`src/rtl/alu_mc.sv`:
```
`default_nettype none
// ============================================================================
// Module   : alu_mc
// Purpose  : Multi-cycle ALU with condition codes. Single-cycle operations
//            (add/sub/logic/move) finish through a FIN state. Shifts run
//            bit-serially, one position per cycle. MUL is a shift-add
//            multiplier that takes W cycles.
// Ports    : clk, rst_n      - clock, asynchronous active-low reset
//            start           - request, sampled only while busy=0
//            op, a, b, cin,
//            set_cc          - operation, operands, carry-in and flag
//                              enable, all captured with start
//            busy            - operation in progress
//            done            - one-cycle pulse when result is valid
//            result          - registered result, holds until next done
//            c, n, v, z      - registered condition codes
// Revision : 1.0 - initial release
// ============================================================================
module alu_mc #(
    parameter int W  = 32,
    parameter int SW = $clog2(W)
) (
    input  logic         clk,
    input  logic         rst_n,
    input  logic         start,
    input  logic [4:0]   op,
    input  logic [W-1:0] a,
    input  logic [W-1:0] b,
    input  logic         cin,
    input  logic         set_cc,
    output logic         busy,
    output logic         done,
    output logic [W-1:0] result,
    output logic         c,
    output logic         n,
    output logic         v,
    output logic         z
);

    localparam logic [4:0] c_op_add   = 5'd0;
    localparam logic [4:0] c_op_addc  = 5'd1;
    localparam logic [4:0] c_op_sub   = 5'd2;
    localparam logic [4:0] c_op_subc  = 5'd3;
    localparam logic [4:0] c_op_and   = 5'd4;
    localparam logic [4:0] c_op_or    = 5'd5;
    localparam logic [4:0] c_op_xor   = 5'd6;
    localparam logic [4:0] c_op_andnb = 5'd7;
    localparam logic [4:0] c_op_nota  = 5'd8;
    localparam logic [4:0] c_op_passb = 5'd9;
    localparam logic [4:0] c_op_lsl   = 5'd10;
    localparam logic [4:0] c_op_lsr   = 5'd11;
    localparam logic [4:0] c_op_asr   = 5'd12;
    localparam logic [4:0] c_op_mul   = 5'd13;

    localparam logic [SW:0] c_mul_cycles = (SW+1)'(W);
    localparam logic [SW:0] c_cnt_one    = (SW+1)'(1);

    typedef enum logic [1:0] {
        S_IDLE = 2'd0,
        S_EXEC = 2'd1,
        S_FIN  = 2'd2
    } state_t;

    state_t         r_state;
    logic [4:0]     r_op;
    logic [W-1:0]   r_a;        // operand a; shift register / multiplicand in EXEC
    logic [W-1:0]   r_b;        // operand b; multiplier (consumed LSB first) in EXEC
    logic [W-1:0]   r_acc;      // product accumulator
    logic           r_cin;
    logic           r_set_cc;
    logic           r_sh_c;     // last bit shifted out
    logic [SW:0]    r_cnt;      // remaining EXEC steps

    logic           w_multi;
    logic [W:0]     w_ext;
    logic [W-1:0]   w_res;
    logic           w_c;
    logic           w_v;
    logic           w_legal;

    assign w_multi = (op >= c_op_lsl) && (op <= c_op_mul);

    // Final result and flags, evaluated from captured operands while in FIN.
    always_comb begin
        w_ext   = '0;
        w_res   = '0;
        w_c     = 1'b0;
        w_v     = 1'b0;
        w_legal = 1'b1;
        case (r_op)
            c_op_add, c_op_addc: begin
                w_ext = {1'b0, r_a} + {1'b0, r_b}
                      + {{W{1'b0}}, (r_op == c_op_addc) & r_cin};
                w_res = w_ext[W-1:0];
                w_c   = w_ext[W];
                w_v   = (r_a[W-1] == r_b[W-1]) && (w_ext[W-1] != r_a[W-1]);
            end
            c_op_sub, c_op_subc: begin
                // Bit W of the extended difference is the borrow.
                w_ext = {1'b0, r_a} - {1'b0, r_b}
                      - {{W{1'b0}}, (r_op == c_op_subc) & ~r_cin};
                w_res = w_ext[W-1:0];
                w_c   = ~w_ext[W];
                w_v   = (r_a[W-1] != r_b[W-1]) && (w_ext[W-1] != r_a[W-1]);
            end
            c_op_and:   w_res = r_a & r_b;
            c_op_or:    w_res = r_a | r_b;
            c_op_xor:   w_res = r_a ^ r_b;
            c_op_andnb: w_res = r_a & ~r_b;
            c_op_nota:  w_res = ~r_a;
            c_op_passb: w_res = r_b;
            c_op_lsl, c_op_lsr, c_op_asr: begin
                w_res = r_a;
                w_c   = r_sh_c;
            end
            c_op_mul:   w_res = r_acc;
            default:    w_legal = 1'b0;
        endcase
    end

    always_ff @(posedge clk or negedge rst_n) begin
        if (!rst_n) begin
            r_state  <= S_IDLE;
            r_op     <= '0;
            r_a      <= '0;
            r_b      <= '0;
            r_acc    <= '0;
            r_cin    <= 1'b0;
            r_set_cc <= 1'b0;
            r_sh_c   <= 1'b0;
            r_cnt    <= '0;
            busy     <= 1'b0;
            done     <= 1'b0;
            result   <= '0;
            c        <= 1'b0;
            n        <= 1'b0;
            v        <= 1'b0;
            z        <= 1'b0;
        end else begin
            done <= 1'b0;
            case (r_state)
                S_IDLE: begin
                    if (start) begin
                        r_op     <= op;
                        r_a      <= a;
                        r_b      <= b;
                        r_cin    <= cin;
                        r_set_cc <= set_cc;
                        r_acc    <= '0;
                        r_sh_c   <= 1'b0;
                        busy     <= 1'b1;
                        if (op == c_op_mul) begin
                            r_cnt <= c_mul_cycles;
                        end else begin
                            r_cnt <= {1'b0, b[SW-1:0]};
                        end
                        r_state <= w_multi ? S_EXEC : S_FIN;
                    end
                end
                S_EXEC: begin
                    // A zero shift count still spends one cycle here.
                    if (r_cnt != '0) begin
                        r_cnt <= r_cnt - c_cnt_one;
                        case (r_op)
                            c_op_lsl: begin
                                r_a    <= {r_a[W-2:0], 1'b0};
                                r_sh_c <= r_a[W-1];
                            end
                            c_op_lsr: begin
                                r_a    <= {1'b0, r_a[W-1:1]};
                                r_sh_c <= r_a[0];
                            end
                            c_op_asr: begin
                                r_a    <= {r_a[W-1], r_a[W-1:1]};
                                r_sh_c <= r_a[0];
                            end
                            default: begin
                                if (r_b[0]) begin
                                    r_acc <= r_acc + r_a;
                                end
                                r_a <= {r_a[W-2:0], 1'b0};
                                r_b <= {1'b0, r_b[W-1:1]};
                            end
                        endcase
                    end
                    if (r_cnt <= c_cnt_one) begin
                        r_state <= S_FIN;
                    end
                end
                S_FIN: begin
                    result  <= w_res;
                    done    <= 1'b1;
                    busy    <= 1'b0;
                    r_state <= S_IDLE;
                    if (w_legal && r_set_cc) begin
                        c <= w_c;
                        v <= w_v;
                        n <= w_res[W-1];
                        z <= (w_res == '0);
                    end
                end
                default: begin
                    r_state <= S_IDLE;
                    busy    <= 1'b0;
                end
            endcase
        end
    end

endmodule
`default_nettype wire

```
`config.mk`:
```
export PLATFORM = sky130hd
export DESIGN_NAME = alu_mc
export DESIGN_NICKNAME = d
export VERILOG_FILES = /design/src/rtl/alu_mc.sv
export SDC_FILE = /design/constraint.sdc
export NUM_CORES = 1
export LEC_CHECK = 0
export CORE_ASPECT_RATIO = 1.5
export CORE_MARGIN = 1
export CORE_UTILIZATION = 60
export DETAILED_ROUTE_END_ITERATION = 10
export PLACE_DENSITY = 0.81
export SLEW_MARGIN = 20
export SYNTH_ARGS = -nofsm -noshare
export SYNTH_HDL_FRONTEND = slang
export SYNTH_SLANG_ARGS = --single-unit
```
`constraint.sdc`:
```
create_clock -name clk -period 13.4 [get_ports clk]
set_clock_uncertainty 0.1 [all_clocks]
set_input_delay 3.35 -clock clk [delete_from_list [all_inputs] [get_ports clk]]
set_output_delay 3.35 -clock clk [all_outputs]
set_load 0.005 [all_outputs]
```
==> run_results.csv <==
group,metric,value,unit
global_route,maximum_number_of_pins_on_one_net_before_global_route_repair,90,
place,buffer_ports.inserted,111,
floorplanning,fp.dieArea,26600,µm²
worst_setup_path,path_max_fanout,31,
worst_setup_path,cp_bufs_invs,1,
synth,top_reg_cell_synth,"dfrtp_1",
routing,routed_wl_per_cell,20.2,µm
routing,routed_wl,49000,µm
global_route,wire_length_of_the_first_global_routing_pass,78400,µm
global_route,grt_antenna_before_repair,0,
cts,clock_tree.buffer_depth,2,
cts,hold_buffers,0,
synth,synth_top_area_share,24.1,%
cts,number_of_setup_buffers_added_after_cts,0,
floorplanning,core,25300,µm²
floorplanning,core.rowCount,71,
run,max_cap_violations,0,
routing,vias_per_cell,6.59,
worst_setup_path,worstPathRequired,13.68,ns
sta,fmaxAchievable,154,MHz
cts,clock-root-buffer,"clkbuf_16",
synth,synthCells,2066,
routing,firstDrtPassIters,6,
sta,drv_slew,0,
floorplanning,top_ports,112,
floorplanning,die_x,133,µm
worst_setup_path,cpLargestDelayFamily,"simple AND/OR/NAND/NOR gates",
sta,slew_headroom,34.9,%
global_route,vias_in_the_first_global_route,14800,
outcome,result_of_the_run,"complete, no violations",
worst_setup_path,setup.worst_path.end_class,"register",
sta,tightest_slew,0.976,ns
synth,post_synth.cell_area_avg,7.53,µm²
cts,worst_setup_hold_path_clk_slew,0.07,ns
cells_and_area,insertedDiodeCount,0,
cts,cts_num_sinks,150,
synth,async_reset_ff_share,100,%
synth,largest_cells_by_area_after_synthesis,"dfrtp_1 (24%), ha_1 (13%), a21oi_1 (6.1%)",
cts,clk_lat_worst_skew,0.45,ns
cts,post_cts_resize_count,0,
cells_and_area,nets,2325,
sta,finalHoldViolCount,0,
cells_and_area,flow.area_growth_from_synthesis,11.4,%
synth,synth_warnings,0,
synth,synth.largest_area_cell,"dfrtp_1",
cells_and_area,drive_above_1_share,4.14,%
place,placer_congestion_estimate,0.982,
global_route,grt_usage,37.4,%
worst_setup_path,critical_path_arrival,6.78,ns
routing,num_vias,16000,
global_route,grt_remaining_overflow,0,
sta,rsz0062_at_grt,"false",
floorplanning,initial_core_util,61.5,%
synth,synth.cell_area,15600,µm²
sta,final-setup-viol-count,0,
place,hpwl,36700,µm
routing,drt-initial-drc-count,1690,
sta,timing.setup.tns,0,ns
cts,cts_tree,"yes",
synth,synth.distinct_cells,82,
floorplanning,chipHeight,199,µm
hold_path,worst_hold_path_type,"register to register",
routing,drt.antenna.violating_nets,0,
cts,cts-buffers-inserted,17,
cts,cts_max_level,4,
worst_setup_path,worst_setup_path_start_kind,"register",
worst_setup_path,critical-path-max-stage-delay,1.12,ns
worst_setup_path,slowest_stage,"or4b_2",
routing,detail_route.drc_violations,0,
synth,synthesis.nets,2303,
worst_setup_path,worst-setup-path-type,"register to register",
sta,timing.final.crit_share,48.5,%
worst_setup_path,worst_path_cell_chain,"or4b_2 -> or3_1 -> fa_1 -> inv_1 -> ha_1 -> nor2_1 -> fa_1 -> nand2b_4 -> a2111oi_4 -> nor3_1 -> o311a_1 -> o21ai_0 -> a41oi_1 -> mux2_2 -> nor3_1 -> and4bb_2 -> nand4_1 -> nand2_1",
sta,fin_crit,6.49,ns
synth,synth.ff_latch_count,150,
synth,synth-edff-count,0,
synth,synth-seq-area-share,24.1,%
-- layout by cell type (no fill, tap or decap), types with 11 or more instances in the layout --
cell type	count
o31ai_1	17
mux2_2	12
a22oi_1	17
a31oi_1	45
nor2b_1	16
mux2i_1	27
a211oi_1	17
a221oi_1	22
clkdlybuf4s50_1	110
a22o_1	28
nand4_1	19
a21o_1	39
nor4_1	13
nand3_1	48
o2111ai_1	19
o21a_1	20
o21ai_0	160
ha_1	158
nand2_1	240
clkbuf_16	17
or3_1	14
nor3_1	44
xor2_1	27
nor2_1	206
o22ai_1	11
o211ai_1	25
and3_1	16
a21oi_1	187
dfrtp_1	150
xnor2_1	40
inv_1	128
buf_4	20
nand2b_1	18
o21bai_1	11
-- worst paths after layout --
| kind | endpoint | depth (start not counted) | start | slack [ns] |
|---|---|---|---|---|
| setup reg to reg | z | 18 | r_op[3] | 6.91 |
| min in group asynchronous | result[2] | 1 | rst_n | 2.85 |
| max in group asynchronous | r_acc[8] | 2 | rst_n | 8.99 |
| hold reg to reg | result[12] | 2 | result[12] | 0.37 |
| hold / removal | result[12] | 2 | result[12] | 0.37 |
| setup / recovery | z | 18 | r_op[3] | 6.91 |
-- metrics by stage --
| stage | std cells | instance area (µm²) | utilization [%] | setup WS (ns) | hold slack (ns) |
|---|---|---|---|---|---|
| detailed placement | 2397 | 16800 | 66.2 | 6.98 | 0.363 |
| global placement | 2397 | 16800 | 66.2 | 7.13 | 0.359 |
| finish | 2427 | 17300 | 68.4 | 6.91 | 0.375 |
| global route | 2427 | 17300 | 68.4 | 6.64 | 0.394 |
| floorplan | 2066 | 15600 | - | 7.87 | 0.363 |
| CTS | 2427 | 17300 | 68.4 | 6.95 | 0.379 |
-- tightest hold or removal path, cell delays in order, from the launching register on --
cell and delay, ns:
dfrtp_1 0.34, nand2_1 0.05, nand2_1 0.05
-- Yosys cell counts, types with 5 or more instances --
cell and number:
mux2_2 12, a2111oi_0 5, nor2_1 208, buf_4 7, clkbuf_1 104, a32oi_1 6
or3_1 14, and4_1 6, o31ai_1 17, fa_1 5, inv_1 128, buf_2 9
nand4_1 19, buf_1 7, a221oi_1 22, o21ai_0 160, o21a_1 20, dfrtp_1 150
a21oi_1 189, o21bai_1 11, a211o_1 10, xnor2_1 40, and2_1 10, nand3b_1 7
ha_1 158, a211oi_1 17, o221ai_1 5, or4_1 7, nor2b_1 16, nor3_1 46
o211ai_1 25, a21o_1 39, a31oi_1 45, nor4_1 14, o2111ai_1 19, o22ai_1 11
nand2b_1 18, nand2_1 241, a22oi_1 17, nor3b_1 7, nand3_1 48, and3_1 16
a22o_1 28, mux2i_1 27, xor2_1 27
-- state kept, by name, summed over array words and instances, names as in the netlist, 2 cells and up --
signal / flops
r_a: 32
r_acc: 32
r_b: 32
r_cnt: 6
r_op: 5
r_state: 2
result: 32
-- kinds of logic (layout without fill, tap and decap cells) --
kind of cell    Yosys count  in the layout  synth area share [%]
simple gates            697            697                  20.7
compound gates          694            694                  29.0
buf+inv                 256            289                  6.47
fa+ha+maj               163            163                  13.3
flops                   150            150                  24.1
xor+xnor                 67             67                  3.77
mux                      39             39                  2.61
-- metal layers --
layer  up-vias  GRT usage (%)  wire length (µm)
li1       7516              -                 -
met1      7547           52.3             21000
met2       819           58.4             22100
met3       113           4.69              4110
met4         0           15.2              1710
met5         -              0                 0
-- final cells by class --
cell class	instances	area (µm²)
Timing Repair Buffer	131	1260
Tap cell	328	410
Multi-Input combinational cell	1660	10900
Fill cell	2212	7990
Clock inverter	10	96.3
Sequential cell	150	3750
Clock buffer	20	457
Inverter	128	480
Power is left out: the tool's default activity adds up to more than one toggle a clock period on the data nets, which glitch-free logic cannot reach.
